$ cat src/rtl/gpr_wb_arbiter.sv
// Write-back arbiter for the GPR file's single write port: ALU results win, load results
// queue behind them, and a per-register pending scoreboard stalls decode on outstanding loads.
module gpr_wb_arbiter #(
  parameter int LDQ_DEPTH = 2
) (
  input  logic        clk,
  input  logic        rst,
  input  logic        alu_we,
  input  logic [4:0]  alu_rd,
  input  logic [31:0] alu_rrd,
  input  logic        ld_issue,
  input  logic [4:0]  ld_issue_rd,
  input  logic        ld_valid,
  input  logic [4:0]  ld_rd,
  input  logic [31:0] ld_data,
  output logic        ld_ready,
  input  logic [4:0]  rs,
  input  logic [4:0]  rt,
  output logic        stall,
  output logic        gpr_we,
  output logic [4:0]  gpr_rd,
  output logic [31:0] gpr_rrd,
  output logic        waw_err
);

  localparam int PW = (LDQ_DEPTH > 1) ? $clog2(LDQ_DEPTH) : 1;
  localparam int CW = $clog2(LDQ_DEPTH + 1);

  logic [4:0]    q_rd   [LDQ_DEPTH];
  logic [31:0]   q_data [LDQ_DEPTH];
  logic [PW-1:0] wr_ptr, rd_ptr;
  logic [CW-1:0] count;
  logic [31:0]   pending, pending_next;

  logic alu_act, ld_xfer, ld_keep, q_empty, q_full;
  logic pop, bypass, push;
  logic          port_we;
  logic [4:0]    port_rd;
  logic [31:0]   port_data;

  // Load handshake: data moves on a cycle where ld_valid && ld_ready; the producer holds
  // ld_valid/ld_rd/ld_data stable until then. ld_ready depends on queue state only.
  assign q_empty  = (count == '0);
  assign q_full   = (count == CW'(LDQ_DEPTH));
  assign ld_ready = !q_full;

  assign alu_act = alu_we && (alu_rd != 5'd0);
  assign ld_xfer = ld_valid && ld_ready;
  assign ld_keep = ld_xfer && (ld_rd != 5'd0);   // $0 loads are accepted and dropped
  assign pop     = !alu_act && !q_empty;
  assign bypass  = !alu_act && q_empty && ld_keep;
  assign push    = ld_keep && !bypass;

  always_comb begin
    port_we   = 1'b0;
    port_rd   = gpr_rd;
    port_data = gpr_rrd;
    if (alu_act) begin
      port_we   = 1'b1;
      port_rd   = alu_rd;
      port_data = alu_rrd;
    end else if (pop) begin
      port_we   = 1'b1;
      port_rd   = q_rd[rd_ptr];
      port_data = q_data[rd_ptr];
    end else if (bypass) begin
      port_we   = 1'b1;
      port_rd   = ld_rd;
      port_data = ld_data;
    end
  end

  // A new issue outranks the retiring load on the same register.
  always_comb begin
    pending_next = pending;
    if (pop)
      pending_next[q_rd[rd_ptr]] = 1'b0;
    else if (bypass)
      pending_next[ld_rd] = 1'b0;
    if (ld_issue && (ld_issue_rd != 5'd0))
      pending_next[ld_issue_rd] = 1'b1;
  end

  always_ff @(posedge clk) begin
    if (push) begin
      q_rd[wr_ptr]   <= ld_rd;
      q_data[wr_ptr] <= ld_data;
    end
  end

  always_ff @(posedge clk or negedge rst) begin
    if (!rst) begin
      wr_ptr  <= '0;
      rd_ptr  <= '0;
      count   <= '0;
      pending <= '0;
      gpr_we  <= 1'b0;
      gpr_rd  <= 5'd0;
      gpr_rrd <= 32'd0;
      waw_err <= 1'b0;
    end else begin
      if (push) wr_ptr <= wr_ptr + PW'(1);
      if (pop)  rd_ptr <= rd_ptr + PW'(1);
      case ({push, pop})
        2'b10:   count <= count + CW'(1);
        2'b01:   count <= count - CW'(1);
        default: count <= count;
      endcase
      pending <= pending_next;
      gpr_we  <= port_we;
      gpr_rd  <= port_rd;
      gpr_rrd <= port_data;
      if (alu_act && pending[alu_rd])
        waw_err <= 1'b1;
    end
  end

  assign stall = ((rs != 5'd0) && pending[rs]) ||
                 ((rt != 5'd0) && pending[rt]) ||
                 (ld_issue && (ld_issue_rd != 5'd0) && pending[ld_issue_rd]);

endmodule

$ cat config.mk
export PLATFORM = sky130hd
export DESIGN_NAME = gpr_wb_arbiter
export DESIGN_NICKNAME = d
export VERILOG_FILES = /design/src/rtl/gpr_wb_arbiter.sv
export SDC_FILE = /design/constraint.sdc
export NUM_CORES = 1
export LEC_CHECK = 0
export CAP_MARGIN = 20
export CORE_MARGIN = 2
export CORE_UTILIZATION = 55
export DETAILED_ROUTE_END_ITERATION = 8
export PLACE_DENSITY = 0.83
export SLEW_MARGIN = 0
export SYNTH_ARGS = -nofsm -noshare
export SYNTH_HDL_FRONTEND = slang
export SYNTH_SLANG_ARGS = --single-unit
$ cat constraint.sdc
create_clock -name clk -period 6.33 [get_ports clk]
set_input_delay 1.266 -clock clk [delete_from_list [all_inputs] [get_ports clk]]
set_output_delay 1.266 -clock clk [all_outputs]
set_load 0.02 [all_outputs]
Word-level counts from Yosys, hierarchy flattened
Memory sizes are Yosys's and may differ from the RTL's.
Index checks and enable logic that the tools add are counted.
{ "op_classes": {"n_addsub": 4, "order_cmp": 9, "n_eq_ne": 3, "mux": 29, "bitwise": 5, "reduce_logical": 29} }
{ "op_table": {"columns": ["cell", "count"], "rows": [
  ["two-way mux 32 bit", 6],
  ["AND 32 bit", 2],
  ["NOT 32 bit", 2],
  ["less-than comparator 5 x 6 -> 1 bit, second input constant", 6],
  ["bitwise OR 32 bit", 1],
  ["nonzero test 5 bit", 5],
  ["binary-select mux 1 bit (select 5 bit)", 4],
  ["demux 1 bit (select 5 bit)", 3],
  [">= comparator 5 x 1 -> 1 bit, second input constant", 3],
  ["logical AND 1 bit", 15],
  ["two-way mux 5 bit", 3],
  ["two-way mux 1 bit", 12],
  ["== test 2 bit, second input constant", 2],
  ["logical NOT 1 bit", 4],
  ["case mux 2 bit (2 select lines)", 1],
  ["nonzero test 3 bit", 1],
  ["adder 1 bit, second input constant", 2],
  ["adder 2 x 1 -> 2 bit, second input constant", 1],
  ["== test 2 x 1 -> 1 bit, second input constant", 1],
  ["logical NOT 2 bit", 1],
  ["logical OR 1 bit", 2],
  ["nonzero test 2 bit", 1],
  ["subtractor 2 x 1 -> 2 bit, second input constant", 1]
]} }
{ "totals": {"reg_bits": 75, "mem_bits_rw": 74, "inputBits": 94, "out_inout_bits": 41, "elab_cells": 89, "memories": 2} }
{ "memory_table": {"columns": ["memory", "words", "word_bits", "rd", "rd_ports_with_merged_regs", "wr", "line_no", "rtl"], "rows": [
  ["q_data", 2, 32, 1, 0, 1, "30", "logic [31:0] q_data [LDQ_DEPTH];"],
  ["q_rd", 2, 5, 1, 0, 1, "29", "logic [4:0] q_rd [LDQ_DEPTH];"]
]} }

Depth between registers and ports, before layout
{ "depth": {"ltp_word": 10, "depth_mapped": 9, "mapped_depth_nobuf": 8} }

Worst setup path before layout
OpenSTA, ideal clock, no wires.
{ "synth_path": {"path_kind": "input -> output", "start": "input port ld_issue_rd[0]", "end": "output port stall", "arrival_time_ps": 2904, "t_required_ps": 5064, "slack_ps": 2160, "path_stages": 6, "cell_sequence": "clkbuf_1 buf_2 mux4_2 a22oi_1 nand4_1 a311o_1"} }
{ "synth_via": {"elab_chain_cells": 4, "elab_cells_between_ends": 6, "classes_between": "mux (2); reduce/logical (4)"} }
{ "synth_lines": {"columns": ["item", "line_no", "rtl"], "rows": [
  ["start, declared", "12", "input logic [4:0] ld_issue_rd,"],
  ["binary-select mux 1 bit (select 5 bit) or nonzero test 5 bit (tied branches)", "120", "(ld_issue && (ld_issue_rd != 5'd0) && pending[ld_issue_rd]);"],
  ["two-way mux 1 bit (not written as such) or logical AND 1 bit (tied branches)", "120", null],
  ["logical AND 1 bit *", "120", null],
  ["logical OR 1 bit *", "119", "((rt != 5'd0) && pending[rt]) ||"],
  ["end, declared", "19", "output logic stall,"]
]} }
Mark *: on every way between the ends. The rest lies on a longest branch, timed or not. The select of a mux whose other input is x is not followed.

Worst setup path in the final report
Same ends and word-level chain as after synthesis.

==> reports/qor_table.md <==
| Metric | Value | Unit |
| --- | --- | --- |
| Diodes inserted | 0 | - |
| Maximum number of pins on one net before global-route repair | 76 | - |
| Area inside the core boundary | 13800 | um^2 |
| XOR/XNOR Fraction of Synth Area | 0.00566 | - |
| Fin crit share | 0.827 | - |
| Switch Pwr | 1520 | uW |
| Number of gates given a new drive strength after cts | 0 | - |
| Drt drc | 0 | - |
| Pwr per Cell Area | 426 | nW/um^2 |
| Launch instance of the worst min-delay path | gpr_rrd[8] | - |
| Reg2reg setup slack | 3.62 | ns |
| RSZ-0062 raised after global routing | no | - |
| Die area | 15000 | um^2 |
| Total wirelength of the detailed-routed design | 20900 | um |
| Endpoint of the worst-slack reg-to-reg timing path | pending[20] | - |
| Largest cells by area after synthesis | sky130_fd_sc_hd__edfxtp_1 (29%), sky130_fd_sc_hd__dfrtp_1 (24%), sky130_fd_sc_hd__mux4_2 (7.6%) | - |
| Area growth syn-to-layout | 25.6 | % |
| Avg Synthesized Cell Area | 11.9 | um^2 |
| Routability congestion estimate | 0.972 | - |
| Final-layout setup total negative slack | 0 | ns |
| Destination of the worst hold path | gpr_rrd[8] | - |
| Final critical-path setup slack | 1.10 | ns |
| Final-report hold violation count | 0 | - |
| Slew HR | 0.344 | - |
| Post-DR vias/cell | 6.47 | - |
| Fraction of the mapped netlist area in compound gates | 0.179 | - |
| Number of vias after detailed routing | 6152 | - |
| Mapped Nets | 747 | - |
| Element type at the critical path start | primary input | - |
| Run status | finished, final reports clean | - |
| Clock network latency to the later pin of the worst-skew pair | 0.42 | ns |
| Sequential area share after synthesis | 0.530 | - |
| Placement-stage worst setup slack | 1.06 | ns |
| DIE HEIGHT | 123 | um |
| Fraction of post-synthesis cell area in the top cell type by area | 0.287 | - |
| # nets final | 853 | - |
| Die X-Extent | 123 | um |
| Final standard cell utilization of the core | 0.702 | - |
| Arithmetic-cell share of the synthesized area counting full adders, half adders and majority gates | 0.00162 | - |
| Slew at the pin closest to its max-slew limit | 0.984 | ns |
| Max Slew Vio Count | 0 | - |
| Proportion of power drawn by the clock network | 0.229 | - |
| Number of clock buffers inserted by TritonCTS | 17 | - |
| Share of flip-flops with an asynchronous set or reset | 0.503 | - |
| Cell accounting for the most synthesized area | sky130_fd_sc_hd__edfxtp_1 | - |
| Top library cells by usage in the layout, fill and taps aside | sky130_fd_sc_hd__clkdlybuf4s50_1 (133), sky130_fd_sc_hd__dfrtp_1 (74), sky130_fd_sc_hd__edfxtp_1 (74) | - |
| Post-route cell area | 9710 | um^2 |
| Leak | 0.00360 | uW |
| Critical setup path kind | in -> out | - |
| I/O pin cnt | 135 | - |
| Type of the worst min-delay path | reg -> reg | - |
| Fin crit period | 5.23 | ns |
| Worst clock skew on the final layout | 0.00810 | ns |
| Number of cells produced by synthesis | 652 | - |
| Hold Buf Count CTS | 0 | - |
| Estimated wirelength of the detail-placed design | 14200 | um |
| Number of different library cells in the post-synthesis netlist | 55 | - |
| First-pass GRT wire length | 33200 | um |
| Instance count after placement with tap cells included | 917 | - |
| Warning count from the yosys run | 0 | - |
| Number of setup violations in the final report | 0 | - |
| Simple-Gate Fraction of Synth Area | 0.109 | - |
| Highest clock rate | 0.191 | GHz |
| First drt pass iteration count | 5 | - |
| Proportion of power drawn by combinational gates | 0.369 | - |
| Cell internal power dissipation | 2620 | uW |
| Most frequent standard cell in the layout excluding fill and tap cells | sky130_fd_sc_hd__clkdlybuf4s50_1 | - |
| Post-DRT Antenna Nets | 0 | - |
| Wire length per cell after detailed routing | 22.0 | um |
| Tot GR Track Use | 0.294 | - |
| Arrival time of data at the critical path endpoint | 3.97 | ns |
| Required time of the critical path | 5.06 | ns |
| Number of buffers between clock root and the deepest sink | 2 | - |
| Vias in the first global route | 6090 | - |
| Clock root buffer | sky130_fd_sc_hd__clkbuf_16 | - |
| VDD IR max | 277 | uV |
| Post-synth EDFFs | 74 | - |
| Endpoint class of the critical path | primary output | - |
| Number of design-rule violations left by the first detailed-router iteration | 603 | - |
| Number of antenna violations at the first check in global routing | 0 | - |
| Placement-stage cell area | 9120 | um^2 |
| Worst Hold Depth | 2 | - |
| Primary FF master, synth | sky130_fd_sc_hd__dfrtp_1 | - |
| Cell Area, Synth | 7730 | um^2 |
| Number of cells on the worst reg-to-reg path | 5 | - |
| Clock tree from TritonCTS | done | - |
| Switching Share | 0.367 | - |
| Overflow left after global routing | 0 | - |
| Dominant combinational cell family by area after synthesis | compound AO/OA/AOI/OAI gates | - |
| Share of cell area taken by muxes after synthesis | 0.141 | - |
| Max Cap Violations | 0 | - |
| Flip-flop and latch count after synthesis | 149 | - |
| CTS Sinks | 149 | - |
| Worst Path Max Fanout | 14 | - |
| Clock slew seen by the registers of the worst setup and hold paths | 0.06 | ns |
| Sequential share of power | 0.402 | - |
| Count of input and output buffers | 134 | - |
| Layout cell share with drive strength beyond 1 | 0.104 | - |
| Clock H-tree levels | 4 | - |
| Number of rows in the core area | 43 | - |
| Initial standard-cell utilization of the core | 0.559 | - |
| Total setup buffers inserted after CTS | 0 | - |
| Worst flop-to-flop path startpoint | rd_ptr | - |
| Number of non-filler instances in the completed layout | 951 | - |
sequential cells by signal, summed over array words and instances (netlist names):
name,flops
rd_ptr,1
pending,32
q_data,64
gpr_we,1
gpr_rrd,32
gpr_rd,5
wr_ptr,1
q_rd,10
count,2
waw_err,1
cell usage after synthesis, drive strengths merged, types with 3 or more instances:
master / count
dfrtp: 75
edfxtp: 74
nor2: 52
nand2: 49
mux2i: 48
buf: 38
a21oi: 35
a211oi: 34
o21ai: 33
a22oi: 32
a22o: 29
mux4: 26
clkbuf: 16
nor2b: 11
and3: 9
nor3b: 7
nand3: 6
nand3b: 6
nor3: 6
o2111ai: 6
a31oi: 5
inv: 5
nand2b: 5
o211ai: 5
xnor2: 4
and2: 3
cell families after synthesis:
family                   count (synthesis)
AO/OA/AOI/OAI                          197
AND/OR/NAND/NOR                        165
flip-flops                             149
multiplexers                            76
buffers and inverters                   59
XOR/XNOR                                 5
adder cells (fa/ha/maj)                  1
final cells by class:
class                      count  area [um^2]
sequential                   149         4100
fill                         928         4110
multi-input combinational    444         3400
tap                          180          225
inverter                       5         18.8
timing repair buffer         141         1420
clock inverter                15          131
clock buffer                  17          425
worst max-delay path: stages:
cell and delay (ns):
sky130_fd_sc_hd__clkdlybuf4s50_1 0.90, sky130_fd_sc_hd__mux4_2 0.57, sky130_fd_sc_hd__nand2b_1 0.15, sky130_fd_sc_hd__o211ai_1 0.11
sky130_fd_sc_hd__nand4_1 0.10, sky130_fd_sc_hd__a311o_1 0.32, sky130_fd_sc_hd__clkdlybuf4s50_1 0.54
worst max path at each step:
stage | cells past startpoint | slack (ns) | startpoint | endpoint
6_report | 7 | 1.10 | ld_issue_rd[0] | stall
5_1_grt | 7 | 0.95 | ld_issue_rd[0] | stall
4_1_cts | 7 | 1.06 | ld_issue_rd[0] | stall
3_5_place_dp | 7 | 1.06 | ld_issue_rd[0] | stall
3_3_place_gp | 6 | 1.06 | ld_issue_rd[0] | stall
2_1_floorplan | 6 | 2.16 | ld_issue_rd[0] | stall
through the flow:
stage	hold WS [ns]	total power, uW
3_3_place_gp	0.461	3130
2_1_floorplan	0.468	2550
3_5_place_dp	0.471	3160
5_1_grt	0.516	4340
6_report	0.477	4140
4_1_cts	0.484	4120
power by group through the flow:
stage	logic, uW	registers (uW)	clock network (uW)
floorplan	903	1650	0
detailed placement	1500	1660	0
global route	1650	1690	1000
CTS	1510	1650	957
global placement	1470	1670	0
finish	1530	1660	948
metal layers:
metal  GRT usage  wire length [um]  up-vias
li1            -                 -     2749
met4       0.119               631        0
met5           0                 0        -
met2       0.449              9910      302
met3      0.0655              1820       53
met1       0.410              8520     3048
Power figures use the tool's default switching activity.
==> RTL edit 1: new RTL, config.mk and constraints unchanged <==
Register the output `waw_err` once more; this adds one clock of latency there. The other outputs are not delayed to match.
--- a/src/rtl/gpr_wb_arbiter.sv
+++ b/src/rtl/gpr_wb_arbiter.sv
@@ -25,6 +25,8 @@
 
   localparam int PW = (LDQ_DEPTH > 1) ? $clog2(LDQ_DEPTH) : 1;
   localparam int CW = $clog2(LDQ_DEPTH + 1);
+
+  logic waw_err_s0;
 
   logic [4:0]    q_rd   [LDQ_DEPTH];
   logic [31:0]   q_data [LDQ_DEPTH];
@@ -97,7 +99,7 @@
       gpr_we  <= 1'b0;
       gpr_rd  <= 5'd0;
       gpr_rrd <= 32'd0;
-      waw_err <= 1'b0;
+      waw_err_s0 <= 1'b0;
     end else begin
       if (push) wr_ptr <= wr_ptr + PW'(1);
       if (pop)  rd_ptr <= rd_ptr + PW'(1);
@@ -111,7 +113,7 @@
       gpr_rd  <= port_rd;
       gpr_rrd <= port_data;
       if (alu_act && pending[alu_rd])
-        waw_err <= 1'b1;
+        waw_err_s0 <= 1'b1;
     end
   end
 
@@ -119,5 +121,9 @@
                  ((rt != 5'd0) && pending[rt]) ||
                  (ld_issue && (ld_issue_rd != 5'd0) && pending[ld_issue_rd]);
 
+  always_ff @(posedge clk) begin
+    waw_err <= waw_err_s0;
+  end
+
 endmodule
 
Formal check against the unedited RTL: not equivalent (a bounded check fails within 4 cycles, from zero or initial values and one cycle with rst low).
==> RTL edit 1 against the unedited design <==
  * Sequential cell count up 1
  * Critical path depth unchanged
  * Routed wire length up 0.28%
  * Worst setup slack worse by 0.0083 ns
  * Clock power up 2.4%
  * Synthesized area up 0.26%
  * Critical path type unchanged
  * Power up 0.88%
  * Maximum frequency down 0.16%
  * Design area up 0.37%
  * Sequential share of layout area about the same
  * Largest power group unchanged
  * First-iteration DRC count down 19%
  * Largest cell class unchanged
==> RTL edit 1: results <==
place:
  place_ws_ns: 1.04
  placedInstanceArea_um2: 9130
  globalplace.congestion: 0.983
  dp_wirelength_um: 14300
detailed_routing:
  post_drt_wl_per_cell_um: 22.0
  via_count: 6067
  detail_route.first_pass.iterations: 6
  dr.first_iter.drc_count: 491
  dr_wl_met3_um: 1690
  detail_route.wirelength.met1_um: 8800
  wl_met2_um: 9810
min_path:
  timing.hold.worst_path_depth: 0
global_routing:
  first_global_vias: 6022
  first_pass_grt_wire_length_um: 33000
  use_met1_pct: 39.6
  grt_use_total_pct: 29.1
  use_met3_pct: 8.64
  grt_antenna_before_repair: 0
  groute.layer.met2.usage_pct: 43.8
power:
  seq_group_mw: 1.70
  powerClk_mw: 0.971
  peakVddDrop_mv: 0.282
  cellLeakagePower_nw: 3.62
  power_mw: 4.17
  share_of_total_power_consumed_by_net_switching_pct: 36.3
synthesis:
  asyncSetResetFlopFracSynth_pct: 50.0
  postSynthNetCount: 748
  top_area_cells_in_the_synthesized_netlist: "sky130_fd_sc_hd__edfxtp_1 29%, sky130_fd_sc_hd__dfrtp_1 24%, sky130_fd_sc_hd__mux4_2 7.6%, sky130_fd_sc_hd__mux2i_1 6.2%, sky130_fd_sc_hd__a211oi_1 3.3%"
  synth_sequential_area_ratio_pct: 53.1
  syn_inst: 653
  netlist-cell-type-count: 56
sta:
  slew_hr_pct: 34.4
  finalClockSkew_ns: 0.0105
worst_setup_path:
  timing.critical_path.max_delay_family: "buffers and inverters"
  timing.reg2reg.worst_path_depth: 7
  cp.arrival_ns: 3.97
layout:
  multi_input_comb_area_um2: 3400
  drive_gt1_share_pct: 10.2
  nNetsFinal: 853
clock_network:
  clk_pin_slew_ns: 0.06
  clock_tree.buffer_depth: 2
  cts.root.buffer_cell: "sky130_fd_sc_hd__clkbuf_16"
  cts_inserted_buffers: 17
outcome:
  status: "finished clean"
## RTL edit 1: cells by family after synthesis
logic type / after synthesis / share of synthesized area (%)
adder cells (fa/ha/maj): 1 / 0.161
flip-flops: 150 / 53.1
AND/OR/NAND/NOR: 165 / 10.9
XOR/XNOR: 5 / 0.565
buffers and inverters: 59 / 3.36
AO/OA/AOI/OAI: 197 / 17.9
multiplexers: 76 / 14.0
## RTL edit 1: final timing paths
path                                startpoint           to  slack [ns]
worst max-delay path            ld_issue_rd[0]        stall        1.09
worst min-delay path                waw_err_s0      waw_err        0.38
worst max register to register        count[1]    gpr_rd[4]        3.59
worst min register to register      waw_err_s0      waw_err        0.38
max in group asynchronous                  rst       rd_ptr        4.63
min in group asynchronous                  rst  gpr_rrd[25]        1.00
## RTL edit 1: cell type report
class,instances,share of cell area [%]
Inverter,5,0.193
Sequential cell,150,42.3
Timing Repair Buffer,140,14.5
Tap cell,180,2.31
Clock inverter,9,0.616
Multi-Input combinational cell,444,34.8
Clock buffer,23,5.34
==> RTL edit 2: new RTL, config.mk and constraints unchanged <==
Made on the original files. Set the parameter `LDQ_DEPTH` to 4 (it was 2).
--- a/src/rtl/gpr_wb_arbiter.sv
+++ b/src/rtl/gpr_wb_arbiter.sv
@@ -1,7 +1,7 @@
 // Write-back arbiter for the GPR file's single write port: ALU results win, load results
 // queue behind them, and a per-register pending scoreboard stalls decode on outstanding loads.
 module gpr_wb_arbiter #(
-  parameter int LDQ_DEPTH = 2
+  parameter int LDQ_DEPTH = 4
 ) (
   input  logic        clk,
   input  logic        rst,
Formal check against the unedited RTL: not equivalent (Yosys sat finds a counterexample within 4 cycles, from zero or initial values and one cycle with rst low).
==> RTL edit 2 against the unedited design <==
  * Design area increased by 33%
  * Synthesized area increased by 38%
  * Sequential cell count increased by 77
  * Hold slack got worse by 0.0087 ns
  * Sequential power rose by 46%
  * Clock power grew 42%
  * Routed wire length up 28%
  * Non-clock buffer count shrank 1
  * Power increased by 39%
  * Worst setup slack worse by 0.090 ns
==> RTL edit 2: results <==
synthesis:
  top_area_cells_in_the_synthesized_netlist: "sky130_fd_sc_hd__edfxtp_1 42%, sky130_fd_sc_hd__dfrtp_1 18%, sky130_fd_sc_hd__mux4_2 14%, sky130_fd_sc_hd__nand2_1 3.6%, sky130_fd_sc_hd__a21oi_1 2.3%"
  postSynthAreaPerCell_um2: 13.7
  synth_edf_count: 148
  netlist-cell-type-count: 56
  post_synthesis_compound_gate_area_fraction_pct: 11.5
  asyncSetResetFlopFracSynth_pct: 34.5
  synth.mux.area_fraction_pct: 15.2
  synth_sequential_area_ratio_pct: 60.0
  postSynthNetCount: 875
  synth_xor_area_share_pct: 0.493
detailed_routing:
  routed_via_density: 6.33
  post_drt_wl_per_cell_um: 22.9
  wl_met2_um: 12700
  dr.first_iter.drc_count: 779
  dr_wl_met3_um: 2030
sta:
  finalClockSkew_ns: 0.0109
worst_setup_path:
  cp.arrival_ns: 4.06
  regToRegStartpoint: "rd_ptr[0]"
layout:
  layout.filler_cells: 1255
  biggestRegsByFlops: "q_data x128, gpr_rrd x32, pending x32"
  drive_gt1_share_pct: 14.0
  multiInputCombCellCount: 480
  seqAreaFraction_pct: 49.4
  finalNonFillerCells: 1163
  multi_input_area_share_pct: 31.0
  buf_share_pct: 10.8
  clk_tree_area_share_pct: 5.84
  signal_buffers: 140
global_routing:
  first_pass_grt_wire_length_um: 41600
  grt_max_degree: 79
  grt_antenna_before_repair: 2
power:
  cellPowerDensity_nw_per_um2: 444
  powerClk_mw: 1.35
  cellLeakagePower_nw: 4.52
  peakVddDrop_mv: 0.286
  share_of_total_power_consumed_by_net_switching_pct: 34.1
outcome:
  status: "finished clean"
min_path:
  whs_endpoint: "gpr_rd[3]"
clock_network:
  clock_sink_count: 226
  cts_inserted_buffers: 23
  h-tree-depth: 1
  clkLatencyLatePin_ns: 0.52
place:
  placedCellCount: 1119
  globalplace.congestion: 0.924
  dp_wirelength_um: 16500
==> RTL edit 2: cell types whose count changed after synthesis, sizes merged, moves of 8 or more <==
cell    before  now
a211oi      34    3
a21oi       35   49
a22oi       32   24
buf         38   13
clkbuf      16   42
edfxtp      74  148
inv          5   14
mux2i       48   10
mux4        26   65
nand2       49  101
nor2        52   31
nor3         6   19
o221a        0   10
==> RTL edit 2: per-layer routing <==
layer	vias to the layer above	track usage (%)
li1	3244	-
met1	3665	37.4
met2	372	41.5
met3	77	5.23
met4	0	10.3
met5	-	0
==> RTL edit 2: stage by stage <==
step	setup WS [ns]	hold WS, ns	cell area, µm²
2_1_floorplan	2.00	0.478	10700
3_3_place_gp	1.02	0.450	12200
3_5_place_dp	0.998	0.457	12200
4_1_cts	1.00	0.472	12900
5_1_grt	0.762	0.503	12900
6_report	1.01	0.468	12900
